<file path="src/rtl/poc_bus_arbiter_if.sv">
// Requester handshakes plus the POC register bus, bundled for the arbiter.
interface poc_bus_arbiter_if;
  localparam int unsigned DATA_W  = 8;
  localparam int unsigned ADDR_W  = 3;
  localparam int unsigned COUNT_W = 16;

  // Requester 0 / requester 1 character handshakes
  logic              req0_valid;
  logic [DATA_W-1:0] req0_data;
  logic              req0_ready;
  logic              req1_valid;
  logic [DATA_W-1:0] req1_data;
  logic              req1_ready;

  // Mode request and POC status inputs
  logic mode_sel;
  logic irq;
  logic reg_out;

  // POC register bus
  logic [DATA_W-1:0]  data_out;
  logic               rw;
  logic               reg_in;
  logic [ADDR_W-1:0]  addr;

  // Status
  logic               owner;
  logic               busy;
  logic               timeout_err;
  logic [COUNT_W-1:0] char_count;

  // Arbiter side
  modport master (
    input  req0_valid, req0_data, req1_valid, req1_data,
    input  mode_sel, irq, reg_out,
    output req0_ready, req1_ready,
    output data_out, rw, reg_in, addr,
    output owner, busy, timeout_err, char_count
  );

  // Environment side: character sources and the POC
  modport slave (
    output req0_valid, req0_data, req1_valid, req1_data,
    output mode_sel, irq, reg_out,
    input  req0_ready, req1_ready,
    input  data_out, rw, reg_in, addr,
    input  owner, busy, timeout_err, char_count
  );
endinterface

</file>
<file path="src/rtl/poc_bus_arbiter.sv">
// Two-requester round-robin arbiter and POC write-transaction sequencer.
module poc_bus_arbiter #(
  parameter int unsigned POLL_TIMEOUT = 50000
) (
  input logic               clk,
  input logic               rst_n,
  poc_bus_arbiter_if.master bus
);

  localparam int unsigned TMO_W    = (POLL_TIMEOUT == 0) ? 1 : $clog2(POLL_TIMEOUT + 1);
  localparam int unsigned TMO_LAST = (POLL_TIMEOUT == 0) ? 0 : POLL_TIMEOUT - 1;
  localparam bit          TMO_EN   = (POLL_TIMEOUT != 0);

  localparam logic [2:0] ADDR_SR0 = 3'b000;
  localparam logic [2:0] ADDR_BR  = 3'b100;
  localparam logic [2:0] ADDR_SR7 = 3'b111;

  typedef enum logic [2:0] {
    ST_IDLE,
    ST_CFG,
    ST_WAIT_RDY,
    ST_WRITE_BR,
    ST_SET_BUSY
  } state_t;

  state_t             state;
  logic               cfg_pending;
  logic               cur_mode;
  logic               cfg_mode;
  logic               last_grant;
  logic               owner_q;
  logic               timeout_q;
  logic [7:0]         held;
  logic [TMO_W-1:0]   tmo;
  logic [15:0]        char_count_q;

  logic need_cfg_c;
  logic grant_c;
  logic grant_sel_c;
  logic rdy_cond_c;
  logic tmo_hit_c;

  // Arbitration decision and POC-ready condition for the current cycle
  always_comb begin
    need_cfg_c  = cfg_pending | (bus.mode_sel != cur_mode);
    grant_c     = (state == ST_IDLE) & ~need_cfg_c & (bus.req0_valid | bus.req1_valid);
    // Both valid: alternate away from the last winner; otherwise the lone requester wins
    grant_sel_c = (bus.req0_valid & bus.req1_valid) ? ~last_grant : bus.req1_valid;
    rdy_cond_c  = cur_mode ? ~bus.irq : bus.reg_out;
    tmo_hit_c   = TMO_EN && (tmo == TMO_W'(TMO_LAST));
  end

  // Ready is the accept strobe for the granted requester in IDLE
  always_comb begin
    bus.req0_ready = grant_c & ~grant_sel_c;
    bus.req1_ready = grant_c &  grant_sel_c;
  end

  // Moore decode of the POC bus from the state register and held character
  always_comb begin
    bus.rw       = 1'b0;
    bus.addr     = ADDR_SR0;
    bus.data_out = 8'h00;
    bus.reg_in   = 1'b0;
    unique case (state)
      ST_CFG: begin
        bus.rw     = 1'b1;
        bus.addr   = ADDR_SR0;
        bus.reg_in = cfg_mode;
      end
      ST_WAIT_RDY: begin
        bus.addr = ADDR_SR7;
      end
      ST_WRITE_BR: begin
        bus.rw       = 1'b1;
        bus.addr     = ADDR_BR;
        bus.data_out = held;
      end
      ST_SET_BUSY: begin
        bus.rw   = 1'b1;
        bus.addr = ADDR_SR7;
      end
      default: begin
      end
    endcase
  end

  // Status outputs
  always_comb begin
    bus.owner       = owner_q;
    bus.busy        = (state != ST_IDLE);
    bus.timeout_err = timeout_q;
    bus.char_count  = char_count_q;
  end

  // Transaction sequencer: state, held character, mode tracking, counters
  always_ff @(posedge clk or negedge rst_n) begin
    if (!rst_n) begin
      state        <= ST_IDLE;
      cfg_pending  <= 1'b1;
      cur_mode     <= 1'b0;
      cfg_mode     <= 1'b0;
      last_grant   <= 1'b1;
      owner_q      <= 1'b0;
      timeout_q    <= 1'b0;
      held         <= 8'h00;
      tmo          <= '0;
      char_count_q <= 16'h0000;
    end else begin
      timeout_q <= 1'b0;
      unique case (state)
        ST_IDLE: begin
          if (need_cfg_c) begin
            // Snapshot the requested mode so the SR0 write and cur_mode agree
            cfg_mode <= bus.mode_sel;
            state    <= ST_CFG;
          end else if (grant_c) begin
            held       <= grant_sel_c ? bus.req1_data : bus.req0_data;
            owner_q    <= grant_sel_c;
            last_grant <= grant_sel_c;
            tmo        <= '0;
            state      <= ST_WAIT_RDY;
          end
        end
        ST_CFG: begin
          cur_mode    <= cfg_mode;
          cfg_pending <= 1'b0;
          state       <= ST_IDLE;
        end
        ST_WAIT_RDY: begin
          if (rdy_cond_c) begin
            state <= ST_WRITE_BR;
          end else if (tmo_hit_c) begin
            timeout_q <= 1'b1;
            held      <= 8'h00;
            state     <= ST_IDLE;
          end else begin
            tmo <= tmo + TMO_W'(1);
          end
        end
        ST_WRITE_BR: begin
          state <= ST_SET_BUSY;
        end
        ST_SET_BUSY: begin
          char_count_q <= char_count_q + 16'd1;
          state        <= ST_IDLE;
        end
        default: begin
          state <= ST_IDLE;
        end
      endcase
    end
  end

endmodule

</file>
<file path="src/flat_wrapper.sv">
// flat-port wrapper written by rule: the top's interface ports become plain ports
module poc_bus_arbiter_flat 
#(
  parameter int unsigned POLL_TIMEOUT = 50000
)
  (clk, rst_n, bus_req0_valid, bus_req0_data, bus_req1_valid, bus_req1_data, bus_mode_sel, bus_irq, bus_reg_out, bus_req0_ready, bus_req1_ready, bus_data_out, bus_rw, bus_reg_in, bus_addr, bus_owner, bus_busy, bus_timeout_err, bus_char_count);
  poc_bus_arbiter_if bus_i ();
  input logic clk;
  input logic rst_n;
  input wire logic [$bits(bus_i.req0_valid)-1:0] bus_req0_valid;
  input wire logic [$bits(bus_i.req0_data)-1:0] bus_req0_data;
  input wire logic [$bits(bus_i.req1_valid)-1:0] bus_req1_valid;
  input wire logic [$bits(bus_i.req1_data)-1:0] bus_req1_data;
  input wire logic [$bits(bus_i.mode_sel)-1:0] bus_mode_sel;
  input wire logic [$bits(bus_i.irq)-1:0] bus_irq;
  input wire logic [$bits(bus_i.reg_out)-1:0] bus_reg_out;
  output wire logic [$bits(bus_i.req0_ready)-1:0] bus_req0_ready;
  output wire logic [$bits(bus_i.req1_ready)-1:0] bus_req1_ready;
  output wire logic [$bits(bus_i.data_out)-1:0] bus_data_out;
  output wire logic [$bits(bus_i.rw)-1:0] bus_rw;
  output wire logic [$bits(bus_i.reg_in)-1:0] bus_reg_in;
  output wire logic [$bits(bus_i.addr)-1:0] bus_addr;
  output wire logic [$bits(bus_i.owner)-1:0] bus_owner;
  output wire logic [$bits(bus_i.busy)-1:0] bus_busy;
  output wire logic [$bits(bus_i.timeout_err)-1:0] bus_timeout_err;
  output wire logic [$bits(bus_i.char_count)-1:0] bus_char_count;
  assign bus_i.req0_valid = bus_req0_valid;
  assign bus_i.req0_data = bus_req0_data;
  assign bus_i.req1_valid = bus_req1_valid;
  assign bus_i.req1_data = bus_req1_data;
  assign bus_i.mode_sel = bus_mode_sel;
  assign bus_i.irq = bus_irq;
  assign bus_i.reg_out = bus_reg_out;
  assign bus_req0_ready = bus_i.req0_ready;
  assign bus_req1_ready = bus_i.req1_ready;
  assign bus_data_out = bus_i.data_out;
  assign bus_rw = bus_i.rw;
  assign bus_reg_in = bus_i.reg_in;
  assign bus_addr = bus_i.addr;
  assign bus_owner = bus_i.owner;
  assign bus_busy = bus_i.busy;
  assign bus_timeout_err = bus_i.timeout_err;
  assign bus_char_count = bus_i.char_count;
  poc_bus_arbiter #(.POLL_TIMEOUT(POLL_TIMEOUT)) u_core (.clk(clk), .rst_n(rst_n), .bus(bus_i));
endmodule
</file>
<file path="config.mk">
export PLATFORM = sky130hd
export DESIGN_NAME = poc_bus_arbiter_flat
export DESIGN_NICKNAME = d
export VERILOG_FILES = /design/src/rtl/poc_bus_arbiter_if.sv /design/src/rtl/poc_bus_arbiter.sv /design/src/flat_wrapper.sv
export SDC_FILE = /design/constraint.sdc
export NUM_CORES = 1
export LEC_CHECK = 0
export CAP_MARGIN = 20
export CORE_AREA = 2 2 90 66
export DETAILED_ROUTE_END_ITERATION = 6
export DIE_AREA = 0 0 92 68
export PLACE_DENSITY = 0.76
export RECOVER_POWER = 50
export SKIP_LAST_GASP = 1
export SYNTH_ARGS = -nofsm -noshare
export SYNTH_HDL_FRONTEND = slang
export SYNTH_SLANG_ARGS = --single-unit
</file>
<file path="constraint.sdc">
create_clock -name clk -period 4.7 [get_ports clk]
set_clock_uncertainty 0.05 [all_clocks]
set_input_delay 0.94 -clock clk [delete_from_list [all_inputs] [get_ports clk]]
set_output_delay 0.94 -clock clk [all_outputs]
set_load 0.03 [all_outputs]
</file>
==> results.cfg, run 1 <==
[timing]
setup_violations = 0
slew_headroom = -0.432
finalSetupTns_ns = 0
period_share = 0.850
tightest_slew_ns = 2.15
rsz0062_at_grt = false
max_freq_mhz = 250
hold_violations = 0
slew_violations = 41
fin_ws_ns = 0.704
fin_crit_ns = 4.00

[grt]
antenna_found_initial = 0
grt_max_degree = 50
overflow = 0
grt_pass1_vias = 1905
grt_first_pass_wirelength_um = 9410
grtUsageTotal = 0.192

[critical_path]
r2r_start = u_core.state[1]$_DFFE_PN0P_
crit_type = in -> out
r2r_end = u_core.tmo[8]$_DFFE_PN0P_
rr_worst_depth = 5
endpoint_kind = output pin
start_kind = input pin
crit_fanout = 5
required_ns = 3.71
worstPathArrival_ns = 3.01
r2r_slack_ns = 2.53

[synthesis]
synth_area_mm2 = 0.00254
synth_edf_count = 0
syn_area_per_cell_um2 = 10.2
yosys.cell_count.top_type = dfrtp_1
async_reset_ff_frac = 1.00
seq_area_frac_synth = 0.483
ys_ff_latch = 49
syn_inst = 249
synthTopCellsByCount = dfrtp_1, nand3_1, nor2_1, nand2_1
yosys_most_used_dff = dfrtp_1
synth_largest_area_cell = dfrtp_1
yosysUniqueCellTypes = 53
ys_warn_count = 0
syn_nets = 274
synthTopCellsByArea = dfrtp_1, xnor2_1, nand3_1
yosys.area.top_type_share = 0.462

[clock_tree]
htreeDepth = 2
cts_resized = 0
numCtsBuffers = 5
hold_buffers = 0
clk_latency_ns = 0.30
cts_setup_buffers = 0
cts_num_sinks = 49
clk_path_buf_depth = 2
cts_tree = done
clk_pin_slew_worst_paths_ns = 0.10
root_buffer = clkbuf_8

[finish]
syn_to_final_growth_pct = 27.6
nets = 332
diodes = 0
final_layout_size_suffix_gt1_frac = 0.101

[floorplan]
die-area_mm2 = 0.00626
die_w_um = 92
die_h_um = 68
initial_core_util = 0.465
io_pins = 57
rows = 23
core_area_mm2 = 0.00547

[route]
drt_iter0_drc = 177
vias = 2098
drtAntennaViolNets = 0
wl_per_cell_um = 15.2
dr.pass1.iters = 4
drc = 0
wl_um = 5830
vias_per_cell = 5.48

[placed_design]
pre_cts_slack_ns = 0.730
globalplace.congestion = 0.873
port_buffers = 56
hpwl_um = 4260

[power_and_ir_drop]
power_frac_seq = 0.381
swShare = 0.408
powerDensity_mw_per_mm2 = 472
peakVddDrop_v = 0.000396
p_leak_uw = 0.00136
power_frac_comb = 0.447
p_int_uw = 908
clock_power_share = 0.172
switching_power_uw = 625

[outcome]
violations = max-capacitance violations, max-slew violations
run_status = complete, but fails checks

[worst_hold_path]
hold_path_class = reg -> reg
min_from = u_core.bus.char_count[15]$_DFFE_PN0P_
hold_path_end = u_core.bus.char_count[15]$_DFFE_PN0P_
hold_path_depth = 1

[flow_run]
maxCapViolCount = 1
## critical path, stage by stage
cell,delay (ns)
clkdlybuf4s50_1,0.43
xor2_1,0.16
or2_2,0.31
nor2_1,0.26
and2_1,0.23
clkdlybuf4s50_1,0.68
## metal layers
| layer | up-vias | wire, um | global-route usage |
|---|---|---|---|
| li1 | 1027 | - | - |
| met3 | 7 | 240 | 0.0341 |
| met5 | - | 0 | 0 |
| met1 | 1008 | 2970 | 0.278 |
| met2 | 56 | 2540 | 0.293 |
| met4 | 0 | 76 | 0.0634 |
## power by group through the flow
stage / Clock [uW] / Sequential (uW) / Combinational [uW]
final: 264 / 584 / 685
after global routing: 283 / 596 / 738
after CTS: 271 / 582 / 688
after detailed placement: 0 / 589 / 687
after global placement: 0 / 585 / 666
after floorplan: 0 / 601 / 447
## final cells by class
type | instances | area (um2)
clock buffers | 6 | 82.6
clock inverters | 2 | 13.8
fillers | 468 | 2220
inverters | 4 | 15.0
multi-input cells | 188 | 1240
flip-flops and latches | 49 | 1230
well taps | 75 | 93.8
repair buffers | 59 | 573
## state kept, by name, indices dropped and copies added, names as in the netlist
register	count
u_core.tmo	16
u_core.last_grant	1
u_core.cur_mode	1
u_core.state	3
u_core.held	8
u_core.bus.owner	1
u_core.cfg_pending	1
u_core.bus.char_count	16
u_core.bus.timeout_err	1
u_core.cfg_mode	1
## worst max-delay path by stage
| stage | from | endpoint | slack [ns] | depth (start not counted) |
|---|---|---|---|---|
| floorplan | bus_mode_sel | bus_req1_ready | 1.81 | 4 |
| global placement | bus_mode_sel | bus_req1_ready | 0.77 | 6 |
| detailed placement | bus_mode_sel | bus_req1_ready | 0.73 | 6 |
| CTS | bus_mode_sel | bus_req1_ready | 0.70 | 6 |
| global route | bus_mode_sel | bus_req1_ready | 0.64 | 6 |
| finish | bus_mode_sel | bus_req1_ready | 0.70 | 6 |
## stage by stage
step                      area (um2)  instances  hold WS (ns)  utilization  total power (uW)
after CTS                       3240        382         0.426        0.593              1540
after global placement          3150        374         0.405        0.576              1250
after global routing            3250        383         0.446        0.594              1620
after detailed placement        3150        374         0.413        0.576              1280
after floorplan                 2540        249         0.398            -              1050
final                           3250        383         0.420        0.594              1530
## placed cells by master, fill, tap and decap left out, drive strengths merged, types with 3 or more instances in the layout
master	n
nor4	3
o2bb2ai	8
clkbuf	8
or2	5
o31ai	4
a21o	3
clkdlybuf4s50	55
a21oi	9
nand4	7
dfrtp	47
a211o	3
and3	7
a211oi	3
and2	13
o21ai	11
nor2	19
mux2	3
xnor2	12
xor2	4
nand2	17
a22oi	8
nand3	18
inv	4
a31oi	6
nor3	7
## logic make-up (layout without fill, tap and decap cells)
kind of cell / after synthesis / count (layout) / synth area share
multiplexers: 5 / 5 / 0.0211
flip-flops: 49 / 49 / 0.483
AND/OR/NAND/NOR: 103 / 103 / 0.226
AO/OA/AOI/OAI: 62 / 62 / 0.176
buffers and inverters: 12 / 71 / 0.0300
XOR/XNOR: 16 / 16 / 0.0551
adder cells (fa/ha/maj): 2 / 2 / 0.00983
(Power assumes the default switching activity.)
==> inputs of run 2 (changes only) <==
Settings changed: CORE_AREA 2 2 90 66 to 2 2 105 77, DIE_AREA 0 0 92 68 to 0 0 107 79, PLACE_DENSITY 0.76 to 0.58, SLEW_MARGIN set to 0.
==> run 2 against run 1 <==
The run still ends with max-capacitance violations, max-slew violations left. First-iteration DRC count down 36%. Combinational power is 0.7% higher. Core utilization fell by 15 points. Hold slack better by 0.0040 ns. Via count decreased by 2.0%. Power increased by 2.9%. Die area grew 35%. Setup slack improved by 0.045 ns. Sequential power shrank 0.7%. Critical endpoint unchanged. Largest power group unchanged.
==> results.cfg, run 2 (same netlist as run 1, synthesis figures left out) <==
[outcome]
run_status = complete, but fails checks
violations = max-capacitance violations, max-slew violations

[clock_tree]
cts_num_sinks = 49
cts_tree = done
cts_setup_buffers = 0
clk_path_buf_depth = 2
clk_latency_ns = 0.30
cts_resized = 0
hold_buffers = 0
htreeDepth = 2
numCtsBuffers = 5
root_buffer = clkbuf_8
clk_pin_slew_worst_paths_ns = 0.10

[finish]
layout_common_cells = clkdlybuf4s50_1, dfrtp_1, nor2_1, nand3_1, nand2_1
diodes = 0
final_common_cell = clkdlybuf4s50_1
final_layout_size_suffix_gt1_frac = 0.107
nets = 333
final_util = 0.439
fillers = 731
syn_to_final_growth_pct = 29.9

[critical_path]
crit_fanout = 5
worstPathArrival_ns = 2.96
cpMostUsedCell = clkdlybuf4s50_1
crit_chain = clkdlybuf4s50_1 > xor2_1 > or2_2 > nor2_1 > and2_1 > clkdlybuf4s50_1
endpoint_kind = output pin
cp_slowest_cell = clkdlybuf4s50_1
start_kind = input pin
crit_type = in -> out
required_ns = 3.71
max_stage_delay_ns = 0.68

[power_and_ir_drop]
powerDensity_mw_per_mm2 = 477
p_leak_uw = 0.00137
peakVddDrop_v = 0.000302

[route]
wl_per_cell_um = 14.4
dr.pass1.iters = 4
vias_per_cell = 5.02
vias = 2057
wl_um = 5900
drc = 0
drtAntennaViolNets = 0
drt_iter0_drc = 114

[grt]
grt_first_pass_wirelength_um = 9810
grtUsageTotal = 0.146
antenna_found_initial = 0
grt_max_degree = 50
grt_pass1_vias = 1923
overflow = 0

[worst_hold_path]
hold_path_class = reg -> reg

[timing]
rsz0062_at_grt = false
fin_crit_ns = 3.95
tightest_slew_ns = 2.68
finalSetupTns_ns = 0
hold_violations = 0
period_share = 0.841
slew_headroom = -0.788
setup_violations = 0
slew_violations = 50
max_freq_mhz = 253

[floorplan]
die_h_um = 79
rows = 27
core_area_mm2 = 0.00753
die-area_mm2 = 0.00845
die_w_um = 107
io_pins = 57
initial_core_util = 0.338

[flow_run]
maxCapViolCount = 1

[placed_design]
globalplace.congestion = 0.810
port_buffers = 56
hpwl_um = 4260
-- run 2: changes by cell type in the layout (fill, tap and decap cells not counted) --
cell and delta:
buf_2 +1, buf_4 +1, bufinv_16 +1, clkbuf_1 -1, clkbuf_8 -1, clkinv_2 -1
clkinvlp_4 +1
-- run 2: final cells by class --
| class | instances | area, um2 | area share |
|---|---|---|---|
| clock buffer | 5 | 68.8 | 0.0208 |
| clock inverter | 3 | 46.3 | 0.0140 |
| inverter | 4 | 15.0 | 0.00454 |
| multi-input combinational | 188 | 1240 | 0.375 |
| sequential | 49 | 1230 | 0.372 |
| tap | 101 | 126 | 0.0382 |
| timing repair buffer | 60 | 582 | 0.176 |
-- run 2: per-stage QoR --
stage	setup slack [ns]	total power, uW	hold slack (ns)	instance area (um2)	cells
finish	0.749	1580	0.424	3310	410
global route	0.680	1680	0.454	3310	410
CTS	0.733	1590	0.426	3300	409
detailed placement	0.735	1270	0.412	3190	401
global placement	0.760	1260	0.408	3190	401
floorplan	1.81	1050	0.398	2540	249
-- run 2: critical path: cells and delay by family --
family / cells / cell delay, ns
XOR/XNOR: 1 / 0.15
AND/OR/NAND/NOR: 3 / 0.77
buffers and inverters: 2 / 1.11
-- run 2: where the power goes --
group / internal (uW) / switching, uW / total, uW
Sequential: 505 / 75.2 / 580
Combinational: 289 / 401 / 690
Clock: 159 / 147 / 306
Total: 954 / 623 / 1580
-- run 2: path summary, 6_finish.rpt --
path,from,end,slack (ns),depth (start not counted)
worst max register to register,u_core.tmo[0]$_DFFE_PN0P_,u_core.tmo[14]$_DFFE_PN0P_,2.59,6
worst max-delay path,bus_mode_sel,bus_req1_ready,0.75,6
min in group asynchronous,rst_n,u_core.tmo[10]$_DFFE_PN0P_,1.53,2
worst min register to register,u_core.bus.char_count[15]$_DFFE_PN0P_,u_core.bus.char_count[15]$_DFFE_PN0P_,0.42,1
worst min-delay path,u_core.bus.char_count[15]$_DFFE_PN0P_,u_core.bus.char_count[15]$_DFFE_PN0P_,0.42,1
max in group asynchronous,rst_n,u_core.cfg_mode$_DFFE_PN0P_,1.56,2
-- run 2: metal layers --
metal  global-route usage  vias up  wire length [um]
li1                     -     1027                 -
met1                0.229      968              3130
met5                    0        -                 0
met4               0.0390        0                86
met3               0.0271        6               322
met2                0.203       56              2360
